### src/rtl/serial_adder_pkg.sv
// Shared types and sizing helpers for the bit-serial adder/subtractor.
// Holds the FSM state encoding and the bit-counter width function.
package serial_adder_pkg;

   typedef enum logic [1:0] {
      IDLE = 2'd0,
      RUN  = 2'd1,
      DONE = 2'd2
   } state_t;

   // A one-bit operand still needs a one-bit counter.
   function automatic int unsigned cnt_width(input int unsigned width);
      return (width <= 1) ? 1 : $clog2(width);
   endfunction

endpackage

### src/rtl/fa_cell.sv
// One-bit full adder: the only arithmetic element of the serial adder.
module fa_cell (
   input  logic a,
   input  logic b,
   input  logic cin,
   output logic s,
   output logic cout
);

   assign s    = a ^ b ^ cin;
   assign cout = (a & b) | (cin & (a ^ b));

endmodule

### src/rtl/serial_adder.sv
// Bit-serial add/subtract, LSB first, one bit per clock through a single fa_cell.
// The result is presented with a one-cycle done pulse WIDTH cycles after start.
module serial_adder
   import serial_adder_pkg::*;
#(
   parameter int unsigned WIDTH = 8
) (
   input  logic             in_clk,
   input  logic             in_rst,
   input  logic             in_start,
   input  logic             in_sub,
   input  logic [WIDTH-1:0] in_a,
   input  logic [WIDTH-1:0] in_b,
   input  logic             in_carry,
   output logic             busy,
   output logic             done,
   output logic [WIDTH-1:0] sum,
   output logic             carry,
   output logic             overflow
);

   localparam int unsigned CW = cnt_width(WIDTH);

   state_t           state;
   state_t           state_nx;
   logic [CW-1:0]    cnt;
   logic [WIDTH-1:0] a_r;
   logic [WIDTH-1:0] b_r;
   logic [WIDTH-1:0] sum_r;
   logic             sub_r;
   logic             c_r;
   logic             carry_r;
   logic             ovf_r;
   logic             last_bit;
   logic             accept;
   logic             a_bit;
   logic             b_bit;
   logic             fa_s;
   logic             fa_cout;

   assign last_bit = (cnt == CW'(WIDTH - 1));
   assign accept   = in_start && ((state == IDLE) || (state == DONE));

   always_ff @(posedge in_clk) begin
      if (in_rst) begin
         state <= IDLE;
      end else begin
         state <= state_nx;
      end
   end

   always_comb begin
      state_nx = state;
      case (state)
         IDLE:    if (in_start) state_nx = RUN;
         RUN:     if (last_bit) state_nx = DONE;
         DONE:    state_nx = in_start ? RUN : IDLE;
         default: state_nx = IDLE;
      endcase
   end

   always_comb begin
      busy = (state == RUN);
      done = (state == DONE);
   end

   // Operand bits are selected by compare rather than a variable index so
   // that WIDTH=1 needs no special case.
   always_comb begin
      a_bit = 1'b0;
      b_bit = 1'b0;
      for (int unsigned i = 0; i < WIDTH; i++) begin
         if (cnt == CW'(i)) begin
            a_bit = a_r[i];
            b_bit = b_r[i];
         end
      end
   end

   fa_cell u_fa (
      .a    (a_bit),
      .b    (b_bit ^ sub_r),
      .cin  (c_r),
      .s    (fa_s),
      .cout (fa_cout)
   );

   // Subtract is a + ~b + ~borrow_in, so the carry register starts inverted.
   always_ff @(posedge in_clk) begin
      if (in_rst) begin
         a_r     <= '0;
         b_r     <= '0;
         sub_r   <= 1'b0;
         c_r     <= 1'b0;
         cnt     <= '0;
         sum_r   <= '0;
         carry_r <= 1'b0;
         ovf_r   <= 1'b0;
      end else if (accept) begin
         a_r   <= in_a;
         b_r   <= in_b;
         sub_r <= in_sub;
         c_r   <= in_carry ^ in_sub;
         cnt   <= '0;
      end else if (state == RUN) begin
         for (int unsigned i = 0; i < WIDTH; i++) begin
            if (cnt == CW'(i)) sum_r[i] <= fa_s;
         end
         c_r <= fa_cout;
         cnt <= last_bit ? '0 : cnt + CW'(1);
         if (last_bit) begin
            carry_r <= fa_cout;
            ovf_r   <= c_r ^ fa_cout;
         end
      end
   end

   assign sum      = sum_r;
   assign carry    = carry_r;
   assign overflow = ovf_r;

endmodule

### config.mk
export PLATFORM = sky130hd
export DESIGN_NAME = serial_adder
export DESIGN_NICKNAME = d
export VERILOG_FILES = /design/src/rtl/serial_adder_pkg.sv /design/src/rtl/fa_cell.sv /design/src/rtl/serial_adder.sv
export SDC_FILE = /design/constraint.sdc
export NUM_CORES = 1
export LEC_CHECK = 0
export CAP_MARGIN = 0
export CORE_UTILIZATION = 52
export CTS_BUF_LIST = sky130_fd_sc_hd__clkbuf_8
export CTS_CLUSTER_SIZE = 8
export DETAILED_ROUTE_END_ITERATION = 7
export PLACE_DENSITY = 0.85
export SLEW_MARGIN = 10
export SYNTH_ARGS = -nofsm -noshare
export SYNTH_HDL_FRONTEND = slang
export SYNTH_SLANG_ARGS = --single-unit
export TNS_END_PERCENT = 30
### constraint.sdc
create_clock -name in_clk -period 3.1 [get_ports in_clk]
set_input_delay 0.62 -clock in_clk [delete_from_list [all_inputs] [get_ports in_clk]]
set_output_delay 0.62 -clock in_clk [all_outputs]
set_load 0.005 [all_outputs]
After elaboration in Yosys (flattened, before gate mapping)
Index checks and enable logic that the tools add are counted.

Flip-flop bits (word level): 33. Output and inout port bits: 12.

Add/sub/neg operators: 1. Equal/unequal tests: 11. Mux-type cells: 23. Bitwise operators: 9. Reductions and logical operators: 15.

Operator list (count): 3-bit AND reduction (8); 1-bit 2-to-1 mux (19); 3-bit equality test, second input constant (4); 3-bit by 2-bit equality test with 1-bit output, second input constant (2); 2-bit case mux with 3 select lines (1); 1-bit XOR (5); 2-bit 2-to-1 mux (2); 3-bit by 1-bit adder with 3-bit output, second input constant (1); 3-bit by 1-bit equality test with 1-bit output, second input constant (1); 3-bit logical NOT (1); 3-bit 2-to-1 mux (1); 1-bit AND (2); 2-bit by 1-bit equality test with 1-bit output, second input constant (1); 2-bit equality test, second input constant (1); 2-bit logical NOT (1); 2-bit by 1-bit != test with 1-bit output, second input constant (1); 2-bit != test, second input constant (1); 2-bit AND reduction (1); 2-bit nonzero test (1); 2-bit OR reduction (1); 1-bit logical AND (1); 1-bit logical OR (1); 1-bit NOT (1); 1-bit bitwise OR (1).

Logic depth before layout (Yosys ltp)
Depth in word-level cells: 15. Mapped depth: 11.

By module
From an unflattened synthesis, not the netlist that was laid out.

Cells, all modules: 202. Area total of the unflattened synthesis: 1669.1 sq um.

Modules (own cells, without submodules): serial_adder (times used 1, cells each 201, area an instance 1649.1 sq um, seq. area each 660.6 sq um); fa_cell (times used 1, cells each 1, area an instance 20.0 sq um, seq. area each 0.0 sq um).

Least setup slack after synthesis
Ideal clock, no wire load.

Path kind: reg-to-reg. Start: register cnt[0]. End: register sum_r[0] (netlist: sum[0]). Library setup time: 138 ps. Arrival time: 2410 ps. Data required time: 2962 ps. Path slack: 552 ps. Stages on the path, launching flop included: 10. Buffers on the path: 1. Cells stage by stage: dfxtp_1 > ha_1 > ha_1 > or2_1 > a221oi_2 > o22ai_1 > a221o_1 > fa_1 > buf_1 > a311oi_1.

Longest elaborated chain between the ends: 12.

RTL lines: from (decl) (line serial_adder.sv:26) `logic [CW-1:0] cnt;`; from (signal assigned) (line serial_adder.sv:110) `cnt <= last_bit ? '0 : cnt + CW'(1);`; 3-bit logical NOT (line serial_adder.sv:73, serial_adder.sv:107); 1-bit 2-to-1 mux (8 in a row) (line serial_adder.sv:73) `if (cnt == CW'(i)) begin`; 1-bit XOR (line serial_adder.sv:82) `.b (b_bit ^ sub_r),`; 1-bit XOR (2 in a row) (line fa_cell.sv:10) `assign s = a ^ b ^ cin;`; to (signal, indexed assignment) (line serial_adder.sv:107) `if (cnt == CW'(i)) sum_r[i] <= fa_s;`; to (decl) (line serial_adder.sv:29) `logic [WIDTH-1:0] sum_r;`.

Parallel ways exist; a longest one is shown, timed or not. A chain may end at the register's enable or synchronous reset.

Worst setup path after layout
Start: register cnt[2]. End: register sum_r[2] (netlist: sum[2]).

Longest elaborated chain between the ends: 12.

RTL lines (line): 3-bit logical NOT (serial_adder.sv:73); 1-bit 2-to-1 mux (8 in a row) (serial_adder.sv:73); 1-bit XOR (serial_adder.sv:82); 1-bit XOR (2 in a row) (fa_cell.sv:10).

Parallel ways exist; a longest one is shown, timed or not.

==> results.toml <==
[clocking]
clockRootBuffer = "clkbuf_8"
cts.htree.levels = 2
postCtsSetupBuffers = 0
clock_sinks = 33
clockBufferDepth = 2
clkTransAtPathRegs_ns = 0.07
cts_hold_buffers = 0
cts_resized = 0
cts_made_buffers = 5
clk_latency_ns = 0.28
cts_tree = "built"

[synthesis]
synth-edff-count = 0
synth_flop_cell = "dfxtp_1"
ys_types = 40
syn_avg_cell_area_sq_um = 8.20
synth-seq-cells = 33
synth_area_leader_cell = "dfxtp_1"
async_reset_ff_share_pct = 0
synth_commonest_cells = "36 x nand2_1, 33 x dfxtp_1, 31 x a21oi_1, 12 x nor2_1, 8 x inv_1"
synth_area_leaders = "dfxtp_1 43%, a21oi_1 10%, nand2_1 8.7%"
synth_fp_nets = 217
netlist_instances = 189
synth.cell_area_sq_um = 1550
synth-warning-count = 0
yosysMostFrequentCell = "nand2_1"
synth_top_area_share_pct = 42.6
ys_seq_area_share_pct = 42.6

[final_layout]
drive_gt1_share_pct = 6.48
nets = 243
stdcell_area_sq_um = 1940
num_antenna_cells = 0
finish.utilization_pct = 69.9
syn2layout_area_growth_pct = 25.3
stdcell_count = 247

[die]
ios = 33
fp-row-count = 19
dieArea_sq_um = 3200
core_region_area_sq_um = 2780
die_w_um = 56.6
initial_core_util_pct = 55.7
die_y_um = 56.6

[power_and_ir_drop]
powerDensity_nw_per_um2 = 493
peakVddDrop_mv = 0.439
p_leak_uw = 0.000701

[flow_run]
maxCapViolations = 0

[timing]
worst_slew_pin_slew_ns = 0.761
fin_setup_tns_ns = 0
rsz0062_at_grt = "false"
fmax_mhz = 360
layout_worst_path_cycle_share_pct = 89.6
slew_violations = 0
setup_viol = 0
finClkSkew_ns = 0.00337
hold_violations = 0
max_slew_margin_pct = 49.2
fin_crit_ns = 2.78
setup_slack_ns = 0.323

[global_route]
grt_first_pass_wirelength_mm = 5.91
grtUsageTotal_pct = 23.8
antenna_found_initial = 0
grt_pass1_vias = 1330
grt_overflow_total = 0
grt_max_degree = 22

[worst_setup_path]
end_kind = "register"
critPathArrivalTime_ns = 2.96
cp_max_fo = 11
startpoint_type = "register"
crit_type = "register to register"
cp.required_ns = 3.28

[placement]
post_dp_cell_area_sq_um = 1840
portBuffers = 32
dp.final_hpwl_mm = 2.51
place_inst = 239
gp_congestion = 0.942
place_ws_ns = 0.341

[route]
wl_per_cell_um = 13.8
first_pass_iters = 4
wl_mm = 3.41
vias = 1414
ant_nets = 0
route.detailed.drc = 0
first_iter_violations = 64
drt-vias-per-instance = 5.72

[min_path]
hold_class = "register to register"

[outcome]
run_status = "completed"
==> final cells by class <==
type	count	area, sq um
fill	219	838
inverter	9	33.8
tap	31	38.8
timing repair buffer	34	335
sequential	33	661
multi-input combinational	132	773
clock buffer	7	96.3
clock inverter	1	5.00
==> through the flow <==
stage	power, uW	hold WS [ns]
after floorplan	559	0.431
after detailed placement	612	0.453
after global placement	605	0.448
after CTS	958	0.462
final	957	0.465
after global routing	996	0.492
==> layer usage <==
metal / global-route usage [%] / part of all wire (%) / vias to the layer above
met2: 39.3 / 50 / 50
met4: 9.06 / 2.1 / 0
met1: 30.1 / 42 / 657
met3: 5.30 / 5.7 / 10
li1: - / - / 697
met5: 0 / 0 / -
==> worst max-delay path, stage by stage (launching register included) <==
cell      delay [ns]
dfxtp_1         0.50
inv_1           0.15
ha_1            0.28
or2_1           0.26
a221oi_2        0.17
o22ai_1         0.11
a221o_1         0.34
fa_1            0.59
a311oi_1        0.28
==> final timing paths <==
kind | cells past startpoint | from | to | slack (ns)
worst max-delay path | 8 | cnt[2] | sum[2] | 0.32
worst min-delay path | 2 | b_r[2] | b_r[2] | 0.46
worst max register to register | 8 | cnt[2] | sum[2] | 0.32
worst min register to register | 2 | b_r[2] | b_r[2] | 0.46
==> flip-flops by register name (all words and copies together) (netlist names) <==
| register | count |
|---|---|
| a_r | 8 |
| b_r | 8 |
| c_r | 1 |
| carry | 1 |
| cnt | 3 |
| overflow | 1 |
| state | 2 |
| sub_r | 1 |
| sum | 8 |
==> power breakdown <==
part	leakage, uW	switching (uW)	internal [uW]
clock	0.0000542	153	201
sequential	0.000269	14.7	444
combinational	0.000378	76.8	67.6
==> cells in the final DEF (no fill, tap or decap), drive strengths merged <==
cell,count
a2111oi,1
a211oi,2
a21oi,31
a221o,1
a221oi,2
a22o,1
a311oi,7
a31o,1
a31oi,1
a32oi,1
and2,1
buf,2
clkbuf,7
clkdlybuf4s50,32
clkinv,1
dfxtp,33
fa,1
ha,6
inv,9
mux2i,1
nand2,36
nand2b,3
nand3,2
nand3b,2
nor2,12
nor2b,4
nor3,4
nor3b,1
o2111ai,1
o21ai,3
o22ai,1
o311a,1
or2,2
or4,1
xnor2,1
xor2,1
==> cell families (layout without fill, tap and decap cells) <==
group / Yosys count / in the layout / synth area share (%)
adder cells (fa/ha/maj): 7 / 7 / 6.13
flip-flops: 33 / 33 / 42.6
AND/OR/NAND/NOR: 68 / 68 / 19.5
multiplexers: 1 / 1 / 0.646
XOR/XNOR: 2 / 2 / 1.13
AO/OA/AOI/OAI: 54 / 54 / 22.4
buffers and inverters: 24 / 51 / 7.51
(Power assumes the default switching activity.)
